===== src/rtl/mest_pro_pkg.sv =====
// Shared definitions for the MEST Pro instruction sequencer:
// state encoding, instruction field widths and memory-access opcodes.
package mest_pro_pkg;

  localparam int OPCODE_SIZE   = 8;
  localparam int OPERANDA_SIZE = 8;
  localparam int OPERANDB_SIZE = 8;

  localparam logic [OPCODE_SIZE-1:0] OP_LOAD_WORD  = 8'h0D;
  localparam logic [OPCODE_SIZE-1:0] OP_STORE_WORD = 8'h0E;

  typedef enum logic [2:0] {
    S_IDLE,
    S_FETCH,
    S_DECODE,
    S_EXEC,
    S_WAIT,
    S_MEMW,
    S_UPDATE,
    S_HALT
  } seq_state_t;

  // Instructions that must wait for the main-memory port before the PC moves on.
  function automatic logic is_mem_op(input logic [OPCODE_SIZE-1:0] opc);
    return (opc == OP_LOAD_WORD) || (opc == OP_STORE_WORD);
  endfunction

endpackage


===== src/rtl/mest_pro_ret_stack.sv =====
// Return-address LIFO. Only the pointer is reset; entry storage is plain
// registers so the array can map onto distributed RAM.
module mest_pro_ret_stack
  import mest_pro_pkg::*;
#(
  parameter int DEPTH = 4,
  parameter int W     = 8
) (
  input  logic         clk,
  input  logic         i_reset_n,
  input  logic         clear,
  input  logic         push,
  input  logic         pop,
  input  logic [W-1:0] din,
  output logic         full,
  output logic         empty,
  output logic [W-1:0] top
);

  localparam int AW    = $clog2(DEPTH);
  localparam int PTR_W = AW + 1;

  logic [W-1:0]     mem [DEPTH];
  logic [PTR_W-1:0] ptr;
  logic [AW-1:0]    top_idx;

  // The pointer counts entries, so it needs one bit more than the address.
  always_ff @(posedge clk or negedge i_reset_n) begin
    if (!i_reset_n) begin
      ptr <= '0;
    end else if (clear) begin
      ptr <= '0;
    end else if (push && !full) begin
      ptr <= ptr + PTR_W'(1);
    end else if (pop && !empty) begin
      ptr <= ptr - PTR_W'(1);
    end
  end

  always_ff @(posedge clk) begin
    if (push && !full && !clear) begin
      mem[ptr[AW-1:0]] <= din;
    end
  end

  assign full    = (ptr == PTR_W'(DEPTH));
  assign empty   = (ptr == '0);
  assign top_idx = ptr[AW-1:0] - AW'(1);
  assign top     = mem[top_idx];

endmodule


===== src/rtl/mest_pro_seq.sv =====
// MEST Pro instruction sequencer: fetch, decode, execute handshake, memory
// stall and PC resolution (sequential / call / return / halt).
module mest_pro_seq
  import mest_pro_pkg::*;
#(
  parameter int PC_W        = 8,
  parameter int OPC_W       = OPCODE_SIZE,
  parameter int OPA_W       = OPERANDA_SIZE,
  parameter int OPB_W       = OPERANDB_SIZE,
  parameter int STACK_DEPTH = 4
) (
  input  logic                         clk,
  input  logic                         i_reset_n,
  input  logic                         i_start,
  output logic                         o_imem_req,
  output logic [PC_W-1:0]              o_imem_addr,
  input  logic                         i_imem_ack,
  input  logic [OPC_W+OPA_W+OPB_W-1:0] i_imem_data,
  output logic [OPC_W-1:0]             o_op_code,
  output logic [OPA_W-1:0]             o_operand1,
  output logic [OPB_W-1:0]             o_operand2,
  output logic                         o_execute,
  input  logic                         i_exec_done,
  input  logic                         i_jump,
  input  logic                         i_return_pc,
  input  logic                         i_end_of_code,
  input  logic                         i_mm_busy,
  output logic [PC_W-1:0]              o_pc,
  output logic                         o_busy,
  output logic                         o_halted,
  output logic                         o_stack_err
);

  seq_state_t      state;
  logic [PC_W-1:0] pc;
  logic [PC_W-1:0] pc_inc;
  logic            jump_flag;
  logic            ret_flag;
  logic            end_flag;

  logic            stk_push;
  logic            stk_pop;
  logic            stk_clear;
  logic            stk_full;
  logic            stk_empty;
  logic [PC_W-1:0] stk_top;

  assign pc_inc      = pc + PC_W'(1);
  assign o_pc        = pc;
  assign o_imem_addr = pc;

  // Stack strobes follow the UPDATE priority, so push and pop are exclusive.
  assign stk_push  = (state == S_UPDATE) && !end_flag && !ret_flag && jump_flag && !stk_full;
  assign stk_pop   = (state == S_UPDATE) && !end_flag && ret_flag && !stk_empty;
  assign stk_clear = ((state == S_IDLE) || (state == S_HALT)) && i_start;

  mest_pro_ret_stack #(
    .DEPTH (STACK_DEPTH),
    .W     (PC_W)
  ) u_ret_stack (
    .clk       (clk),
    .i_reset_n (i_reset_n),
    .clear     (stk_clear),
    .push      (stk_push),
    .pop       (stk_pop),
    .din       (pc_inc),
    .full      (stk_full),
    .empty     (stk_empty),
    .top       (stk_top)
  );

  always_ff @(posedge clk or negedge i_reset_n) begin
    if (!i_reset_n) begin
      state       <= S_IDLE;
      pc          <= '0;
      o_op_code   <= '0;
      o_operand1  <= '0;
      o_operand2  <= '0;
      jump_flag   <= 1'b0;
      ret_flag    <= 1'b0;
      end_flag    <= 1'b0;
      o_imem_req  <= 1'b0;
      o_execute   <= 1'b0;
      o_busy      <= 1'b0;
      o_halted    <= 1'b0;
      o_stack_err <= 1'b0;
    end else begin
      case (state)
        S_IDLE, S_HALT: begin
          if (i_start) begin
            state       <= S_FETCH;
            pc          <= '0;
            o_stack_err <= 1'b0;
            o_imem_req  <= 1'b1;
            o_busy      <= 1'b1;
            o_halted    <= 1'b0;
          end
        end
        S_FETCH: begin
          if (i_imem_ack) begin
            {o_op_code, o_operand1, o_operand2} <= i_imem_data;
            o_imem_req <= 1'b0;
            state      <= S_DECODE;
          end
        end
        S_DECODE: begin
          o_execute <= 1'b1;
          state     <= S_EXEC;
        end
        S_EXEC: begin
          o_execute <= 1'b0;
          state     <= S_WAIT;
        end
        S_WAIT: begin
          if (i_exec_done) begin
            jump_flag <= i_jump;
            ret_flag  <= i_return_pc;
            end_flag  <= i_end_of_code;
            state     <= is_mem_op(OPCODE_SIZE'(o_op_code)) ? S_MEMW : S_UPDATE;
          end
        end
        S_MEMW: begin
          if (!i_mm_busy) begin
            state <= S_UPDATE;
          end
        end
        S_UPDATE: begin
          if (end_flag || (ret_flag && stk_empty) || (!ret_flag && jump_flag && stk_full)) begin
            // Halting leaves the PC on the offending instruction.
            state    <= S_HALT;
            o_busy   <= 1'b0;
            o_halted <= 1'b1;
            if (!end_flag) begin
              o_stack_err <= 1'b1;
            end
          end else begin
            state      <= S_FETCH;
            o_imem_req <= 1'b1;
            if (ret_flag) begin
              pc <= stk_top;
            end else if (jump_flag) begin
              pc <= PC_W'(o_operand1);
            end else begin
              pc <= pc_inc;
            end
          end
        end
        default: begin
          state <= S_IDLE;
        end
      endcase
    end
  end

endmodule


===== config.mk =====
export PLATFORM = sky130hd
export DESIGN_NAME = mest_pro_seq
export DESIGN_NICKNAME = d
export VERILOG_FILES = /design/src/rtl/mest_pro_pkg.sv /design/src/rtl/mest_pro_ret_stack.sv /design/src/rtl/mest_pro_seq.sv
export SDC_FILE = /design/constraint.sdc
export NUM_CORES = 1
export LEC_CHECK = 0
export ABC_CLOCK_PERIOD_IN_PS = 3000
export BUFFER_PORTS_ARGS = -buffer_cell sky130_fd_sc_hd__buf_2
export CAP_MARGIN = 30
export CELL_PAD_IN_SITES_DETAIL_PLACEMENT = 0
export CELL_PAD_IN_SITES_GLOBAL_PLACEMENT = 1
export CORE_MARGIN = 8
export CORE_UTILIZATION = 40
export DETAILED_ROUTE_END_ITERATION = 16
export PLACE_DENSITY = 0.84
export SLEW_MARGIN = 20
export SYNTH_ARGS = -nofsm -noshare
export SYNTH_HDL_FRONTEND = slang
export SYNTH_SLANG_ARGS = --single-unit

===== constraint.sdc =====
create_clock -name clk -period 3 [get_ports clk]
set_input_delay 0 -clock clk [delete_from_list [all_inputs] [get_ports clk]]
set_output_delay 0 -clock clk [all_outputs]
set_load 0.01 [all_outputs]

Word-level counts from Yosys, hierarchy flattened
Memory sizes are Yosys's and may differ from the RTL's. Index checks and enable logic that the tools add are counted.

Add/subtract/negate cells: 4. Multipliers: 0. Div/mod/pow operators: 0. Order comparisons: 0. Equal/unequal tests: 17. Shift operators: 0. Mux-type cells: 30. Bitwise gates (word level): 0. Reduce and logical (&&, ||, !) cells: 36.

Operator list (count): 8-bit 2-to-1 mux (4); 3-bit 2-to-1 mux (8); 3-bit case mux with 7 select lines (1); 8-bit by 4-bit == test with 1-bit output (second input constant) (2); 8-bit case mux with 2 select lines (1); 3-bit == test (second input constant) (5); 1-bit logical AND (13); 2-bit != test (second input constant) (6); 4-bit AND reduction (3); 1-bit 2-to-1 mux (10); 8-bit by 1-bit adder with 8-bit output (second input constant) (1); 1-bit case mux with 2 select lines (4); 3-bit by 2-bit == test with 1-bit output (second input constant) (2); 3-bit logical NOT (2); 3-bit AND reduction (2); 3-bit nonzero test (2); 1-bit logical NOT (5); 1-bit logical OR (4); 2-bit AND reduction (2); 2-bit nonzero test (2); 3-bit by 1-bit adder with 3-bit output (second input constant) (1); 3-bit by 1-bit == test with 1-bit output (second input constant) (1); 1-bit case mux with 3 select lines (1); 3-bit by 1-bit subtractor with 3-bit output (second input constant) (1); other kinds (4) (4).

Register bits after elaboration: 46. Bits in latches: 0. RAM bits: 32. ROM bits: 0. Input bits: 33. Memories: 1.

Memory list: u_ret_stack.mem (depth 4, width 8, rd ports 1, clocked after Yosys merged registers in 0, write ports 1, line mest_pro_ret_stack.sv:23) `logic [W-1:0] mem [DEPTH];`.

Depth between registers and ports, before layout
Depth in word-level cells: 9. Mapped depth: 9. Depth with buffers taken out: 8.

By module
A second synthesis with hierarchy kept.

Cell total of the unflattened synthesis: 284. Area total of the unflattened synthesis: 3707.3 um2.

By module, submodules not included: mest_pro_seq (times used 1, cells each 204, area an instance 2224.6 um2, seq. area each 1076.0 um2); mest_pro_ret_stack (times used 1, cells each 80, area an instance 1482.7 um2, seq. area each 1036.0 um2).

Worst setup path before layout
Ideal clock, no wire load.

Path type: register -> register. Start point: register u_ret_stack.ptr[0]. End point: register u_ret_stack.ptr[2]. Setup time: 0.079 ns. Data arrival time: 2.332 ns. Data required time: 2.921 ns. Slack: 0.588 ns. Stages on the path, launching flop included: 10. Clock period less this slack: 2.412 ns. Cell sequence: dfrtp_1 > buf_2 > inv_1 > ha_1 > a21bo_2 > nor3_1 > fa_1 > or4_1 > a21oi_1 > a2bb2oi_1.

Cells in the longest elaborated chain, start to end: 6. Elaborated cells between the ends (all ways): 14. Those cells by class: add/sub: 2; eq/ne: 1; mux: 3; reduce/logical: 8.

Ends and longest elaborated chain: start, declared (line mest_pro_ret_stack.sv:24) `logic [PTR_W-1:0] ptr;`; start signal, assigned (line mest_pro_ret_stack.sv:34) `ptr <= ptr + PTR_W'(1);`; start signal, assigned (line mest_pro_ret_stack.sv:36) `ptr <= ptr - PTR_W'(1);`; parallel branches: the longest is 6 deep, another holds 3-bit by 1-bit subtractor with 3-bit output.

Parallel ways; which one is timed is not known. The select of a mux whose other input is x is not followed. A chain may end at the register's enable or synchronous reset.

Final worst setup path
Start point: register u_ret_stack.ptr[1]. End point: register u_ret_stack.ptr[2].

The elaborated chain is that of the path after synthesis.

==> qor.yml <==
status: "finished, final reports clean"
power_density_mw_per_mm2: 937
synth_seq_cells: 78
die_w_um: 110
async_flop_share: 0.590
holdWs_ns: 0.0750
finalHoldViolations: 0
reg2reg_depth: 8
synth_area_leader_cell: "dfrtp_1"
synth_edf_count: 32
avgSynthCellArea_um2: 13.3
holdPathStages: 3
cts_setup_buffers: 0
timing.rr.start: "u_ret_stack.ptr[1]"
multi_input_area_mm2: 0.00130
grt_pass1_vias: 2691
path_clk_slew_ns: 0.07
synth_nets: 306
min_to: "state[2]"
critPathMaxFanout: 5
cp_data_arrival_time_ns: 2.65
cts-buffers-inserted: 9
clock-root-buffer: "clkbuf_8"
post-route-period-util: 0.797
nNetsFinal: 406
critPathSlowestCell: "or4_1"
end_kind: "register"
hpwl_um: 6170
cts_tree: "yes"
clk_latency_ns: 0.34
core-area_mm2: 0.00868
start_kind: "register"
synth.area.top_cells: "dfrtp_1, edfxtp_1, mux2_2"
timing.max_cap.violations: 0
grt_pass1_wl_um: 14000
syn2layout_area_growth_pct: 26.4
critPathMaxStageDelay_ns: 0.53
syn_area_mm2: 0.00356
r2r_slack_ns: 0.61
drc: 0
fin_skew_ns: 0.00928
slew_headroom: 0.521
ys_top_cells_by_count: "dfrtp_1, edfxtp_1, mux2_2, nand2_1, o21ai_0"
worst_slew_pin_slew_ns: 0.713
preCtsSetupSlack_ns: 0.644
path_cells: "inv_1, ha_1, a21bo_2, nor3_1, fa_1, or4_1, a21oi_1, a2bb2oi_1"
hold_class: "primary input to register"
timing.final.crit_period_ns: 2.39
dieArea_mm2: 0.0122
vias: 2550
row_count: 34
layout_setup_ws_ns: 0.609
viasPerCell: 5.31
slew_viol_final: 0
min_from: "i_start"
drive_gt1_frac: 0.344
cts_max_path_buffers: 2
h-tree-depth: 3
fmax_mhz: 418
antenna_found_initial: 0
antenna_cells: 0
rsz0062_at_grt: "no"
setup_tns_ns: 0
syn_inst: 267
synth.top_cell.area_share: 0.323
ios: 78
cp_num_buf_inv: 1
gr-usage-all-layers: 0.153
port_buffers: 77
crit_type: "register to register"
vdd_drop_max_uv: 432
clock-sinks: 78
wl_per_cell_um: 18.2
totalWireLength_um: 8720
synth.most_common_cell: "dfrtp_1"
required_ns: 3.26
gp_congestion: 0.776
ys_types: 51
first_iter_violations: 130
regArea_mm2: 0.00211
ant_nets: 0
synth-seq-area-share: 0.593
first_pass_iters: 4
setup_violations: 0
p_leak_uw: 0.00192
synth_warnings: 0
grt_overflow_total: 0
grt_max_degree: 28
die_y_um: 110
synth-main-ff-cell: "dfrtp_1"
r2r_end: "u_ret_stack.ptr[2]"
cp_top_family: "adder cells"
n_fill_cell: 736
initial_core_util: 0.410
-- routing by layer --
metal,share of wire,GRT usage,vias up
li1,-,-,1192
met1,0.40,0.187,1245
met2,0.50,0.249,96
met3,0.082,0.0384,17
met4,0.022,0.0771,0
met5,0,0,-
-- sequential cells by signal, summed over array words and instances (netlist names) --
name / count
u_ret_stack.ptr: 3
o_halted: 1
o_stack_err: 1
jump_flag: 1
o_operand1: 8
state: 3
end_flag: 1
o_execute: 1
o_busy: 1
o_op_code: 8
o_imem_addr: 8
ret_flag: 1
u_ret_stack.mem: 32
o_operand2: 8
o_imem_req: 1
-- final cells by class --
class,instances,area share
Timing Repair Buffer,109,0.157
Sequential cell,78,0.469
Inverter,9,0.00750
Tap cell,108,0.0300
Clock buffer,13,0.0331
Multi-Input combinational cell,160,0.288
Clock inverter,3,0.0153
-- worst register-to-register path, cell delays in order, from the launching register on --
cell	delay, ns
dfrtp_1	0.42
inv_1	0.13
ha_1	0.23
a21bo_2	0.19
nor3_1	0.09
fa_1	0.42
or4_1	0.53
a21oi_1	0.15
a2bb2oi_1	0.17
-- repair_timing --
action / CTS / global route
gates resized for setup: 0 / 0
endpoints found under the hold margin: 50 / 0
hold buffers: 28 / 0
-- metrics by stage --
step | cell area, um2 | instances | total power [uW] | util
finish | 4500 | 480 | 4220 | 0.519
global route | 4500 | 480 | 4490 | 0.519
CTS | 4500 | 480 | 4250 | 0.519
detailed placement | 4010 | 436 | 3360 | 0.462
global placement | 3990 | 435 | 3310 | 0.459
floorplan | 3560 | 267 | 2810 | -
-- cell families after synthesis --
family                   count (synthesis)  share of synthesized area
flip-flops                              78                      0.593
buffers and inverters                   29                     0.0432
multiplexers                            34                      0.132
adder cells (fa/ha/maj)                  6                     0.0232
XOR/XNOR                                 4                    0.00984
AO/OA/AOI/OAI                           54                      0.101
AND/OR/NAND/NOR                         62                     0.0980
-- worst max path at each step --
| stage | start | slack, ns | cells after the start | end |
|---|---|---|---|---|
| 2_1_floorplan | u_ret_stack.ptr[0] | 0.59 | 9 | u_ret_stack.ptr[2] |
| 3_3_place_gp | u_ret_stack.ptr[1] | 0.73 | 8 | u_ret_stack.ptr[2] |
| 5_1_grt | u_ret_stack.ptr[1] | 0.43 | 8 | u_ret_stack.ptr[2] |
| 3_5_place_dp | u_ret_stack.ptr[1] | 0.64 | 8 | u_ret_stack.ptr[2] |
| 4_1_cts | u_ret_stack.ptr[1] | 0.61 | 8 | u_ret_stack.ptr[2] |
| 6_report | u_ret_stack.ptr[1] | 0.61 | 8 | u_ret_stack.ptr[2] |
-- cells in the final DEF, fill, tap and decap left out, types with 2 or more instances in the layout --
master / count
buf_2: 77
dfrtp_1: 46
edfxtp_1: 32
dlygate4sd3_1: 28
mux2_2: 24
nand2_1: 15
o21ai_0: 15
a21oi_1: 13
clkbuf_8: 10
inv_1: 9
nor2_1: 9
mux4_2: 8
nor3_1: 7
nand3_1: 6
and2_1: 5
a22o_1: 5
ha_1: 5
o31ai_1: 3
or3_1: 3
nor2b_1: 3
clkbuf_1: 3
buf_4: 3
or4_1: 2
xor2_1: 2
xnor2_1: 2
and3_1: 2
o21a_1: 2
nor4_1: 2
a211o_1: 2
a2111oi_0: 2
mux2i_1: 2
bufinv_16: 2
-- power by group --
group	leakage, uW	switching, uW	internal (uW)
clock	0.000108	362	494
sequential	0.000860	361	1460
combinational	0.000956	795	749
Power figures use the tool's default switching activity.
